**src/rtl/ulpi_pkg.sv**
```systemverilog
// Shared definitions for the USB3300 power-up sequencer: FSM states, PHY register
// addresses, the init table and error codes.
package ulpi_pkg;

    typedef enum logic [3:0] {
        StIdle  = 4'd0,
        StPorw  = 4'd1,
        StWrReq = 4'd2,
        StWrAck = 4'd3,
        StWrEnd = 4'd4,
        StRdReq = 4'd5,
        StRdAck = 4'd6,
        StRdEnd = 4'd7,
        StCheck = 4'd8,
        StNext  = 4'd9,
        StDone  = 4'd10,
        StError = 4'd11
    } init_state_t;

    localparam logic [5:0] RegFuncCtrl = 6'h04;
    localparam logic [5:0] RegIfcCtrl  = 6'h07;
    localparam logic [5:0] RegOtgCtrl  = 6'h0A;
    localparam logic [5:0] RegScratch  = 6'h16;

    // Entry 0 is the least significant element; entries are issued 0..3.
    localparam logic [3:0][5:0] InitAddr = {RegFuncCtrl, RegIfcCtrl, RegOtgCtrl, RegScratch};
    localparam logic [3:0][7:0] InitData = {8'h48, 8'h00, 8'h00, 8'hA5};

    localparam logic [1:0] ErrNone     = 2'b00;
    localparam logic [1:0] ErrAccept   = 2'b01;
    localparam logic [1:0] ErrComplete = 2'b10;
    localparam logic [1:0] ErrVerify   = 2'b11;

    // The timer flags zero after (value + 1) cycles, so a wait of N cycles loads N-1.
    function automatic logic [15:0] load_value(input logic [15:0] cycles);
        return (cycles == 16'd0) ? 16'd0 : cycles - 16'd1;
    endfunction

endpackage

```
**src/rtl/ulpi_init_timer.sv**
```systemverilog
// Loadable down-counter shared by the power-on wait and the per-phase watchdog.
module ulpi_init_timer (
    input  logic        clk,
    input  logic        rst,
    input  logic        load,
    input  logic [15:0] value,
    output logic        zero
);

    logic [15:0] count_q;

    always_ff @(posedge clk or negedge rst) begin
        if (!rst) begin
            count_q <= 16'd0;
        end else if (load) begin
            count_q <= value;
        end else if (count_q != 16'd0) begin
            count_q <= count_q - 16'd1;
        end
    end

    assign zero = (count_q == 16'd0);

endmodule

```
**src/rtl/ulpi_init_seq.sv**
```systemverilog
// USB3300 power-up register sequencer driving the ULPI controller request port.
// Define ULPI_INIT_VERIFY_EN to compile in read-back verification of each entry.
module ulpi_init_seq
    import ulpi_pkg::*;
#(
    parameter logic [15:0] POR_WAIT   = 16'd1000,
    parameter logic [7:0]  TIMEOUT    = 8'd255,
    parameter bit          AUTO_START = 1'b1
) (
    input  logic       clk_ext,
    input  logic       rst,
    input  logic       start,
    input  logic       DIR,
    input  logic       BUSY,
    input  logic [7:0] REG_DATA_OUT,
    output logic       WD,
    output logic       RD,
    output logic [5:0] ADDR,
    output logic [7:0] REG_DATA_IN,
    output logic       running,
    output logic       done,
    output logic       error,
    output logic [1:0] err_code,
    output logic [1:0] err_idx
);

    localparam logic [15:0] PorLoad = load_value(POR_WAIT);
    localparam logic [15:0] WdLoad  = load_value({8'd0, TIMEOUT});

    init_state_t state_q, state_d;
    logic [1:0]  idx_q, idx_d;
    logic        auto_q;
    logic        wd_q, wd_d;
    logic [5:0]  addr_q, addr_d;
    logic [7:0]  wdata_q, wdata_d;
    logic        running_q, running_d;
    logic        done_q, error_q;
    logic [1:0]  err_code_q, err_code_d;
    logic [1:0]  err_idx_q, err_idx_d;

    logic        tmr_load;
    logic [15:0] tmr_value;
    logic        tmr_zero;

`ifdef ULPI_INIT_VERIFY_EN
    logic       rd_q, rd_d;
    logic [7:0] rd_data_q, rd_data_d;
`endif

    ulpi_init_timer u_timer (
        .clk   (clk_ext),
        .rst   (rst),
        .load  (tmr_load),
        .value (tmr_value),
        .zero  (tmr_zero)
    );

    // Every state change restarts the timer: PORW gets the power-on wait, all else the watchdog.
    assign tmr_load  = (state_d != state_q);
    assign tmr_value = (state_d == StPorw) ? PorLoad : WdLoad;

    always_comb begin
        state_d    = state_q;
        idx_d      = idx_q;
        wd_d       = 1'b0;
        addr_d     = addr_q;
        wdata_d    = wdata_q;
        err_code_d = err_code_q;
        err_idx_d  = err_idx_q;
`ifdef ULPI_INIT_VERIFY_EN
        rd_d       = 1'b0;
        rd_data_d  = rd_data_q;
`endif

        case (state_q)
            StIdle: begin
                if (auto_q) begin
                    state_d = (POR_WAIT == 16'd0) ? StWrReq : StPorw;
                    idx_d   = 2'd0;
                end else if (start) begin
                    state_d = StWrReq;
                    idx_d   = 2'd0;
                end
            end
            StPorw: begin
                if (tmr_zero) begin
                    state_d = StWrReq;
                    idx_d   = 2'd0;
                end
            end
            StWrReq: begin
                if (!BUSY && !DIR) begin
                    wd_d    = 1'b1;
                    addr_d  = InitAddr[idx_q];
                    wdata_d = InitData[idx_q];
                    state_d = StWrAck;
                end else if (tmr_zero) begin
                    state_d    = StError;
                    err_code_d = ErrAccept;
                    err_idx_d  = idx_q;
                end
            end
            StWrAck: begin
                if (BUSY) begin
                    state_d = StWrEnd;
                end else if (tmr_zero) begin
                    state_d    = StError;
                    err_code_d = ErrAccept;
                    err_idx_d  = idx_q;
                end
            end
            StWrEnd: begin
                if (!BUSY) begin
`ifdef ULPI_INIT_VERIFY_EN
                    state_d = StRdReq;
`else
                    state_d = StNext;
`endif
                end else if (tmr_zero) begin
                    state_d    = StError;
                    err_code_d = ErrComplete;
                    err_idx_d  = idx_q;
                end
            end
`ifdef ULPI_INIT_VERIFY_EN
            StRdReq: begin
                if (!BUSY && !DIR) begin
                    rd_d    = 1'b1;
                    addr_d  = InitAddr[idx_q];
                    state_d = StRdAck;
                end else if (tmr_zero) begin
                    state_d    = StError;
                    err_code_d = ErrAccept;
                    err_idx_d  = idx_q;
                end
            end
            StRdAck: begin
                if (BUSY) begin
                    state_d = StRdEnd;
                end else if (tmr_zero) begin
                    state_d    = StError;
                    err_code_d = ErrAccept;
                    err_idx_d  = idx_q;
                end
            end
            StRdEnd: begin
                if (!BUSY) begin
                    rd_data_d = REG_DATA_OUT;
                    state_d   = StCheck;
                end else if (tmr_zero) begin
                    state_d    = StError;
                    err_code_d = ErrComplete;
                    err_idx_d  = idx_q;
                end
            end
            StCheck: begin
                if (rd_data_q != InitData[idx_q]) begin
                    state_d    = StError;
                    err_code_d = ErrVerify;
                    err_idx_d  = idx_q;
                end else begin
                    state_d = StNext;
                end
            end
`endif
            StNext: begin
                if (idx_q == 2'd3) begin
                    state_d = StDone;
                end else begin
                    idx_d   = idx_q + 2'd1;
                    state_d = StWrReq;
                end
            end
            StDone, StError: begin
                if (start) begin
                    state_d    = StWrReq;
                    idx_d      = 2'd0;
                    err_code_d = ErrNone;
                    err_idx_d  = 2'd0;
                end
            end
            default: state_d = StIdle;
        endcase

        running_d = !(state_d inside {StIdle, StDone, StError});
    end

    always_ff @(posedge clk_ext or negedge rst) begin
        if (!rst) begin
            state_q    <= StIdle;
            idx_q      <= 2'd0;
            auto_q     <= AUTO_START;
            wd_q       <= 1'b0;
            addr_q     <= 6'd0;
            wdata_q    <= 8'd0;
            running_q  <= 1'b0;
            done_q     <= 1'b0;
            error_q    <= 1'b0;
            err_code_q <= ErrNone;
            err_idx_q  <= 2'd0;
        end else begin
            state_q    <= state_d;
            idx_q      <= idx_d;
            auto_q     <= 1'b0;
            wd_q       <= wd_d;
            addr_q     <= addr_d;
            wdata_q    <= wdata_d;
            running_q  <= running_d;
            done_q     <= (state_d == StDone);
            error_q    <= (state_d == StError);
            err_code_q <= err_code_d;
            err_idx_q  <= err_idx_d;
        end
    end

`ifdef ULPI_INIT_VERIFY_EN
    always_ff @(posedge clk_ext or negedge rst) begin
        if (!rst) begin
            rd_q      <= 1'b0;
            rd_data_q <= 8'd0;
        end else begin
            rd_q      <= rd_d;
            rd_data_q <= rd_data_d;
        end
    end

    assign RD = rd_q;
`else
    logic unused_reg_data;
    assign unused_reg_data = ^REG_DATA_OUT;
    assign RD = 1'b0;
`endif

    assign WD          = wd_q;
    assign ADDR        = addr_q;
    assign REG_DATA_IN = wdata_q;
    assign running     = running_q;
    assign done        = done_q;
    assign error       = error_q;
    assign err_code    = err_code_q;
    assign err_idx     = err_idx_q;

endmodule
```
**config.mk**
```make
export PLATFORM = sky130hd
export DESIGN_NAME = ulpi_init_seq
export DESIGN_NICKNAME = d
export VERILOG_FILES = /design/src/rtl/ulpi_pkg.sv /design/src/rtl/ulpi_init_timer.sv /design/src/rtl/ulpi_init_seq.sv
export SDC_FILE = /design/constraint.sdc
export NUM_CORES = 1
export LEC_CHECK = 0
export BUFFER_PORTS_ARGS = -buffer_cell sky130_fd_sc_hd__buf_2
export CAP_MARGIN = 15
export CORE_MARGIN = 2
export CORE_UTILIZATION = 45
export DETAILED_ROUTE_END_ITERATION = 16
export PLACE_DENSITY = 0.66
export SKIP_CTS_REPAIR_TIMING = 1
export SYNTH_ARGS = -nofsm -noshare
export SYNTH_HDL_FRONTEND = slang
export SYNTH_HIERARCHICAL = 1
export SYNTH_SLANG_ARGS = --single-unit
export TNS_END_PERCENT = 5
```
**constraint.sdc**
```tcl
create_clock -name clk_ext -period 6.1 [get_ports clk_ext]
set_input_delay 1.525 -clock clk_ext [delete_from_list [all_inputs] [get_ports clk_ext]]
set_output_delay 1.525 -clock clk_ext [all_outputs]
set_load 0.01 [all_outputs]
```
==> results.json, run 1 <==
{
  "crit_required_ps": 6280,
  "root_buffer": "clkbuf_8",
  "r2r_start": "u_timer/count_q[0]",
  "crit_slowest_cell": "or3b_1",
  "drc": 0,
  "critPathLaunch": "u_timer/count_q[0]",
  "layout_commonest_cell": "dfrtp_1",
  "synth_area_leaders": "dfrtp_1 38%, nand2_1 5.5%, ha_1 3.7%, xnor2_1 3.3%, buf_4 3.1%",
  "io_pins": 36,
  "crit_type": "flip-flop to flip-flop",
  "crit_arrival_ps": 3870,
  "leakagePower_nw": 1.19,
  "antenna_found_initial": 0,
  "max_stage_delay_ps": 450,
  "grt_pass1_vias": 1672,
  "final-setup-viol-count": 0,
  "synth_area_per_cell_sq_um": 9.40,
  "synth_edf_count": 0,
  "hp-start": "ADDR[3]",
  "yosys.area.top_type_share": 0.376,
  "die_h_um": 77.0,
  "rsz0062_at_grt": "false",
  "netlist_area_sq_um": 2400,
  "netlist_instances": 255,
  "drive_above_1_share": 0.189,
  "worstSkewPairLatency_ps": 290,
  "gp_congestion": 0.834,
  "p_per_area_nw_per_um2": 536,
  "ys_ff_latch": 37,
  "areaGrowthSynthToFinish_pct": 10.0,
  "vdd_drop_max_mv": 0.311,
  "vias_per_cell": 5.13,
  "post-route-period-util": 0.604,
  "rows": 26,
  "ys_types": 59,
  "coreArea_sq_um": 5140,
  "hp-class": "flip-flop to flip-flop",
  "antennaDiodeCount": 0,
  "cp_max_fo": 17,
  "slew_headroom": 0.453,
  "routedWlPerCell_um": 12.8,
  "first_pass_iters": 4,
  "vias": 1795,
  "yosysWarningCount": 6,
  "hold_viol": 0,
  "seq_area_frac_synth": 0.387,
  "clock_skew_ps": 4.29,
  "clock.fmax_mhz": 271,
  "post-route-min-period_ps": 3690,
  "setup_tns_ps": 0,
  "grt_use_total": 0.165,
  "layout_common_cells": "36 x dfrtp_1, 35 x nand2_1, 23 x buf_2, 16 x nor2_1, 16 x conb_1",
  "dp.final_hpwl_um": 3110,
  "start_util": 0.466,
  "clk_path_buf_depth": 2,
  "cts.reportedPaths.clkPinSlew_ps": 80,
  "cts.htree.levels": 2,
  "grt_max_degree": 38,
  "ys_async_sr_fraction": 1.00,
  "ys.flop_type": "dfrtp_1",
  "wirelength_um": 4470,
  "crit_chain": "inv_1 > ha_1 > or3b_1 > nand4b_4 > nor2_8 > nand2b_1 > a32oi_1 > o2111ai_4 > xnor2_1 > o211ai_1 > buf_4 > clkinv_1 > mux2_2",
  "final_core_util": 0.513,
  "drt-initial-drc-count": 88,
  "status": "finished clean",
  "setup_slack_ps": 2410,
  "port_buffers": 23,
  "die_w_um": 77.0,
  "nets": 299,
  "clock_sinks": 37,
  "die_area_sq_um": 5930,
  "synth_area_leader_cell": "dfrtp_1",
  "startpoint_type": "flip-flop",
  "worst_setup_path_end_kind": "flip-flop",
  "grt_pass1_wl_um": 7790,
  "antenna_left": 0,
  "drv_cap": 0,
  "cts_inserted_buffers": 5,
  "worstMarginPinSlew_ps": 820,
  "post-place-ws_ps": 2140,
  "grt-ovfl-total": 0,
  "whs_ps": 472,
  "slew_violations": 0,
  "cts_tree": "yes"
}
==> power breakdown <==
part	total, mW	switching, mW	internal, mW
registers	0.472	0.123	0.349
clock network	0.256	0.0931	0.162
logic	0.686	0.389	0.297
==> path summary, 6_finish.rpt <==
path	end	slack (ps)	depth (start not counted)
setup / recovery	u_timer/count_q[10]	2410	13
hold / removal	ADDR[3]	470	2
setup reg to reg	u_timer/count_q[10]	2410	13
hold reg to reg	ADDR[3]	470	2
max in group asynchronous	u_timer/count_q[11]	4260	1
min in group asynchronous	state_q[3]	1320	1
==> critical path, delay by kind of cell (launching register included) <==
| kind | cells | cell delay [ps] |
|---|---|---|
| compound gates | 3 | 530 |
| xor+xnor | 1 | 110 |
| fa+ha+maj | 1 | 180 |
| buf+inv | 3 | 790 |
| flops | 1 | 400 |
| mux | 1 | 430 |
| simple gates | 4 | 1130 |
==> layer usage <==
| layer | track usage | vias to the layer above | part of all wire |
|---|---|---|---|
| li1 | - | 914 | - |
| met1 | 0.230 | 843 | 0.49 |
| met2 | 0.251 | 32 | 0.45 |
| met3 | 0.0353 | 6 | 0.041 |
| met4 | 0.0643 | 0 | 0.016 |
| met5 | 0 | - | 0 |
==> layout make-up <==
class	instances	area [sq um]
inverter	15	56.3
clock buffer	5	68.8
timing repair buffer	24	123
fill	504	2500
clock inverter	3	65.1
multi-input combinational	196	1310
sequential	37	927
tap	70	87.6
==> synth_stat cells, types with 4 or more instances <==
| master | instances |
|---|---|
| dfrtp_1 | 36 |
| clkbuf_1 | 4 |
| nor3_1 | 9 |
| nand2_1 | 35 |
| a211oi_1 | 4 |
| mux2i_1 | 6 |
| buf_4 | 10 |
| nor2_1 | 16 |
| nand3_1 | 6 |
| ha_1 | 7 |
| a21oi_1 | 13 |
| o21ai_1 | 9 |
| inv_1 | 13 |
| xnor2_1 | 9 |
| buf_6 | 5 |
| o21ai_0 | 7 |
| a31oi_1 | 4 |
==> registers in the layout (all words and copies together) (netlist names) <==
register and count:
done 1, ADDR 4, err_code 2, REG_DATA_IN 2, WD 1, running 1
u_timer/count_q 16, auto_q 1, error 1, state_q 4, idx_q 2, err_idx 2
==> logic make-up (layout without fill, tap and decap cells) <==
| family | Yosys count | in the layout | share of synthesized area |
|---|---|---|---|
| AND/OR/NAND/NOR | 97 | 97 | 0.237 |
| AO/OA/AOI/OAI | 57 | 57 | 0.171 |
| flip-flops | 37 | 37 | 0.387 |
| buffers and inverters | 36 | 47 | 0.0887 |
| multiplexers | 10 | 10 | 0.0438 |
| XOR/XNOR | 9 | 9 | 0.0329 |
| adder cells (fa/ha/maj) | 7 | 7 | 0.0365 |
| other | 2 | 16 | 0.00313 |
==> per-stage QoR <==
stage	instances	area [sq um]	power (mW)
2_1_floorplan	269	2450	1.05
3_3_place_gp	342	2500	1.14
3_5_place_dp	342	2500	1.16
4_1_cts	350	2640	1.43
5_1_grt	350	2640	1.54
6_report	350	2640	1.41
(Power assumes the default switching activity.)
==> run 2, diff against run 1 <==
clock period = 3.5 ns   (was 6.1 ns; I/O delays follow)
==> run 2 against run 1 <==
Non-clock buffer count is 9 higher. Global-route usage is 0.49 points higher. Critical path depth is 1 higher. Maximum frequency up 15%. Hold slack got worse by 1.8 ps. Cell count is 2.6% higher.
==> results.json, run 2 (same netlist as run 1, synthesis figures left out) <==
{
  "status": "finished clean",
  "drc": 0,
  "drive_above_1_share": 0.215,
  "nets": 308,
  "max_stage_delay_ps": 450,
  "root_buffer": "clkbuf_8",
  "seqCellArea_sq_um": 927,
  "largest_register_ffs": 16,
  "rows": 26,
  "first_pass_iters": 5,
  "p_per_area_nw_per_um2": 892,
  "worstSkewPairLatency_ps": 290,
  "coreArea_sq_um": 5140,
  "grt_use_total": 0.170,
  "startpoint_type": "flip-flop",
  "slew_violations": 0,
  "layout_commonest_cell": "dfrtp_1",
  "vias": 1812,
  "final-setup-viol-count": 0,
  "worstMarginPinSlew_ps": 824,
  "placed_area_sq_um": 2530,
  "post-route-min-period_ps": 3220,
  "antennaDiodeCount": 0,
  "grt_pass1_wl_um": 8020,
  "nFillCells": 506,
  "clock.fmax_mhz": 311,
  "post-route-period-util": 0.919,
  "vdd_drop_max_mv": 0.566,
  "crit_required_ps": 3680,
  "design_area_sq_um": 2670,
  "slew_headroom": 0.451,
  "final_core_util": 0.520,
  "cts_inserted_buffers": 5,
  "hp-class": "flip-flop to flip-flop",
  "wirelength_um": 4580,
  "clock_skew_ps": 5.66,
  "cts_tree": "yes",
  "io_pins": 36,
  "crit_buf_inv": 4,
  "cts.htree.levels": 2,
  "crit_type": "flip-flop to flip-flop",
  "setup_tns_ps": 0,
  "grt-ovfl-total": 0,
  "hold_viol": 0,
  "dp.final_hpwl_um": 3190,
  "die_h_um": 77.0,
  "drt-initial-drc-count": 109,
  "crit_top_cell": "buf_4",
  "multi_input_area_sq_um": 1310,
  "gp_congestion": 0.817,
  "areaGrowthSynthToFinish_pct": 11.5,
  "cp_top_family": "simple AND/OR/NAND/NOR gates",
  "cp_max_fo": 17,
  "cts.reportedPaths.clkPinSlew_ps": 70,
  "crit_slowest_cell": "or3b_1",
  "crit_arrival_ps": 3400,
  "routedWlPerCell_um": 12.8,
  "crit_chain": "inv_1 > ha_1 > or3b_1 > nand4b_4 > nor2_8 > buf_4 > o21ai_1 > a21o_1 > nor2_2 > a211oi_1 > o211ai_1 > clkinv_1 > buf_4 > mux2_2",
  "layout_common_cells": "36 x dfrtp_1, 35 x nand2_1, 23 x buf_2, 16 x nor2_1, 16 x conb_1",
  "port_buffers": 23,
  "worst_setup_path_end_kind": "flip-flop",
  "clk_path_buf_depth": 2,
  "drv_cap": 0,
  "die_w_um": 77.0,
  "leakagePower_nw": 1.22,
  "antenna_left": 0,
  "vias_per_cell": 5.05,
  "grt_pass1_vias": 1684,
  "start_util": 0.466,
  "antenna_found_initial": 0,
  "die_area_sq_um": 5930,
  "rsz0062_at_grt": "false",
  "largest_register": "u_timer/count_q",
  "clock_sinks": 37,
  "grt_max_degree": 38
}
run 2: changes by cell type in the layout (fill, tap and decap cells not counted), sizes merged:
cell    change
bufinv      -2
clkbuf      +2
buf         +9
run 2: stage by stage:
step	power, mW	setup slack, ps	hold WS, ps	std cells
after floorplan	1.83	349	485	269
after global placement	2.03	240	456	345
after detailed placement	2.07	182	462	345
after CTS	2.41	176	480	353
after global routing	2.62	22.9	525	359
final	2.38	282	471	359
run 2: cell type report:
type / instances / area share
Inverter: 15 / 0.0211
Timing Repair Buffer: 33 / 0.0712
Clock buffer: 7 / 0.0360
Tap cell: 70 / 0.0328
Multi-Input combinational cell: 196 / 0.490
Clock inverter: 1 / 0.00187
Sequential cell: 37 / 0.347
run 2: path summary, 6_finish.rpt:
check	end	cells after the start	slack, ps	from
min in group asynchronous	err_code[0]	1	670	rst
max in group asynchronous	ADDR[0]	1	2300	rst
min	ADDR[0]	2	470	ADDR[0]
max	u_timer/count_q[10]	14	280	u_timer/count_q[0]
min reg2reg	ADDR[0]	2	470	ADDR[0]
max reg2reg	u_timer/count_q[10]	14	280	u_timer/count_q[0]
run 2: routing by layer:
layer  global-route usage  vias to the layer above  wire length [um]
li1                     -                      930                 -
met5                    0                        -                 0
met1                0.231                      850              2320
met4               0.0804                        0                79
met2                0.263                       26              2050
met3               0.0294                        6               127
run 2: report_power, final:
group / switching [mW] / internal (mW) / total, mW
registers: 0.212 / 0.608 / 0.820
clock network: 0.154 / 0.178 / 0.332
logic: 0.690 / 0.541 / 1.23
run 2: worst register-to-register path: stages (launching register included):
cell,delay (ps)
dfrtp_1,410
inv_1,100
ha_1,180
or3b_1,450
nand4b_4,260
nor2_8,190
buf_4,140
o21ai_1,60
a21o_1,210
nor2_2,120
a211oi_1,70
o211ai_1,330
clkinv_1,110
buf_4,210
mux2_2,290
==> run 3, diff against run 2 <==
ABC_AREA = 1   (was default)
==> run 3 against run 2 <==
Clock power down 9.6%. Die area up 8.4%. Sequential share of layout area down 2.5 points. Critical path type unchanged. Critical endpoint is now u_timer/count_q[7]. Largest power group unchanged.
==> results.json, run 3 <==
{
  "status": "finished clean",
  "io_pins": 36,
  "finalNonFillerCells": 473,
  "r2r_start": "u_timer/count_q[0]",
  "largest_register": "u_timer/count_q",
  "die_h_um": 80.1,
  "ys_async_sr_fraction": 1.00,
  "vias": 2201,
  "drv_cap": 0,
  "setup_tns_ps": 0,
  "grt_use_total": 0.196,
  "clk_path_buf_depth": 2,
  "die_w_um": 80.1,
  "rr_worst_depth": 20,
  "rrSetupSlack_ps": 440,
  "r2r_end": "u_timer/count_q[7]",
  "gp_congestion": 0.855,
  "ys_ff_latch": 37,
  "drive_above_1_share": 0.209,
  "worstSkewPairLatency_ps": 290,
  "netlist_area_sq_um": 2610,
  "cts.reportedPaths.clkPinSlew_ps": 80,
  "crit_type": "flip-flop to flip-flop",
  "clock_skew_ps": 6.18,
  "rsz0062_at_grt": "false",
  "drc": 0,
  "cp_max_fo": 7,
  "post-route-period-util": 0.874,
  "crit_required_ps": 3720,
  "comb_power_share": 0.571,
  "nets": 420,
  "drt-initial-drc-count": 129,
  "areaGrowthSynthToFinish_pct": 10.4,
  "grt_pass1_vias": 2105,
  "dp.final_hpwl_um": 4120,
  "ys_types": 34,
  "clock_sinks": 37,
  "p_int_mw": 1.26,
  "worst_setup_path_end_kind": "flip-flop",
  "synth_area_leader_cell": "dfrtp_1",
  "vias_per_cell": 4.65,
  "antenna_left": 0,
  "synth_area_per_cell_sq_um": 7.13,
  "rows": 27,
  "dpl.cell_count": 465,
  "root_buffer": "clkbuf_8",
  "ys.flop_type": "dfrtp_1",
  "swShare": 0.491,
  "grt_max_degree": 38,
  "worstMarginPinSlew_ps": 858,
  "whs_ps": 473,
  "synth_edf_count": 0,
  "die_area_sq_um": 6420,
  "final_core_util": 0.520,
  "yosysMostFrequentCell": "nand2_1",
  "antennaDiodeCount": 0,
  "layout_commonest_cell": "nand2_1",
  "start_util": 0.471,
  "synthTopCellsByCount": "122 x nand2_1, 42 x nor2_1, 36 x dfrtp_1, 36 x inv_1, 20 x nand3_1",
  "pwr-share-seq": 0.308,
  "seq_area_frac_synth": 0.355,
  "critPathLaunch": "u_timer/count_q[0]",
  "endpoint": "u_timer/count_q[7]",
  "clock.fmax_mhz": 327,
  "p_sw_mw": 1.22,
  "clockPowerShare": 0.121,
  "crit_arrival_ps": 3280,
  "first_pass_iters": 4,
  "cts_inserted_buffers": 5,
  "grt_pass1_wl_um": 9840,
  "slew_headroom": 0.428,
  "routedWlPerCell_um": 11.6,
  "port_buffers": 23,
  "coreArea_sq_um": 5540,
  "slew_violations": 0,
  "final-setup-viol-count": 0,
  "p_total_mw": 2.48,
  "hp-class": "flip-flop to flip-flop",
  "antenna_found_initial": 0,
  "vdd_drop_max_mv": 0.435,
  "yosys.area.top_type_share": 0.345,
  "p_per_area_nw_per_um2": 860,
  "synth_area_leaders": "dfrtp_1 35%, nand2_1 18%, nor2_1 6.0%, inv_1 5.2%, nor2_4 3.9%",
  "startpoint_type": "flip-flop",
  "cts_tree": "yes",
  "wirelength_um": 5480,
  "cts.htree.levels": 2,
  "grt-ovfl-total": 0,
  "hold_viol": 0,
  "layout_common_cells": "122 x nand2_1, 42 x nor2_1, 36 x dfrtp_1, 36 x inv_1, 23 x buf_2",
  "largest_register_ffs": 16,
  "yosysWarningCount": 6,
  "leakagePower_nw": 1.60,
  "post-route-min-period_ps": 3060,
  "netlist_instances": 366
}
## run 3: changes by cell type after synthesis, moves of 8 or more
cell / before / now
nor3_1: 9 / 1
nand2_1: 35 / 122
inv_1: 13 / 36
nand2_2: 0 / 8
a21oi_1: 13 / 4
nor2_2: 1 / 9
nor2_1: 16 / 42
nor2_4: 0 / 9
nand3_1: 6 / 20
## run 3: cells by family after synthesis
logic type               Yosys count  synth area share
XOR/XNOR                           5            0.0168
AO/OA/AOI/OAI                     29            0.0619
adder cells (fa/ha/maj)            7            0.0336
flip-flops                        37             0.355
other                              2           0.00288
buffers and inverters             57             0.100
AND/OR/NAND/NOR                  229             0.429
## run 3: layout make-up
cell class | instances | area, sq um
fillers | 580 | 2660
multi-input cells | 286 | 1470
flip-flops and latches | 37 | 927
inverters | 44 | 165
repair buffers | 26 | 138
well taps | 72 | 90.1
clock buffers | 5 | 68.8
clock inverters | 3 | 17.5
## run 3: metal layers
| layer | track usage | routed length [um] | vias to the layer above |
|---|---|---|---|
| met5 | 0 | 0 | - |
| met2 | 0.315 | 2450 | 45 |
| li1 | - | - | 1180 |
| met1 | 0.270 | 2720 | 970 |
| met3 | 0.0382 | 246 | 6 |
| met4 | 0.0508 | 60 | 0 |
## run 3: how the worst min path moves through the flow
stage	cells past startpoint	from	slack, ps	to
after global routing	2	ADDR[3]	500	ADDR[3]
after floorplan	2	err_code[1]	510	err_code[1]
after global placement	2	ADDR[0]	450	ADDR[0]
final	2	ADDR[3]	470	ADDR[3]
after detailed placement	2	err_code[1]	460	err_code[1]
after CTS	2	err_code[1]	480	err_code[1]
## run 3: power by group through the flow
stage          clock [mW]  sequential (mW)  combinational [mW]
2_1_floorplan           0            0.750                1.15
3_3_place_gp            0            0.768                1.39
3_5_place_dp            0            0.772                1.42
4_1_cts             0.311            0.763                1.43
5_1_grt             0.334            0.790                1.64
6_report            0.300            0.763                1.41
## run 3: per-stage QoR
step | cell area (sq um) | setup slack [ps]
3_5_place_dp | 2790 | 440
4_1_cts | 2880 | 402
6_report | 2880 | 440
5_1_grt | 2880 | 113
2_1_floorplan | 2660 | 918
3_3_place_gp | 2790 | 500
## run 3: worst max-delay path: stages (launching register included)
cell and delay, ps:
dfrtp_1 380, inv_1 110, ha_1 250, nand2_2 130, nor2_2 150, nand3_1 110, nor3_1 190, buf_4 180
nor2_1 80, nand3_1 110, nand2_1 80, nor2_2 160, nand2_4 90, nand2_1 60, nand2_1 40, nor2_1 140
nand2_1 90, inv_1 220, buf_4 220, nand2_2 80, o21bai_1 120
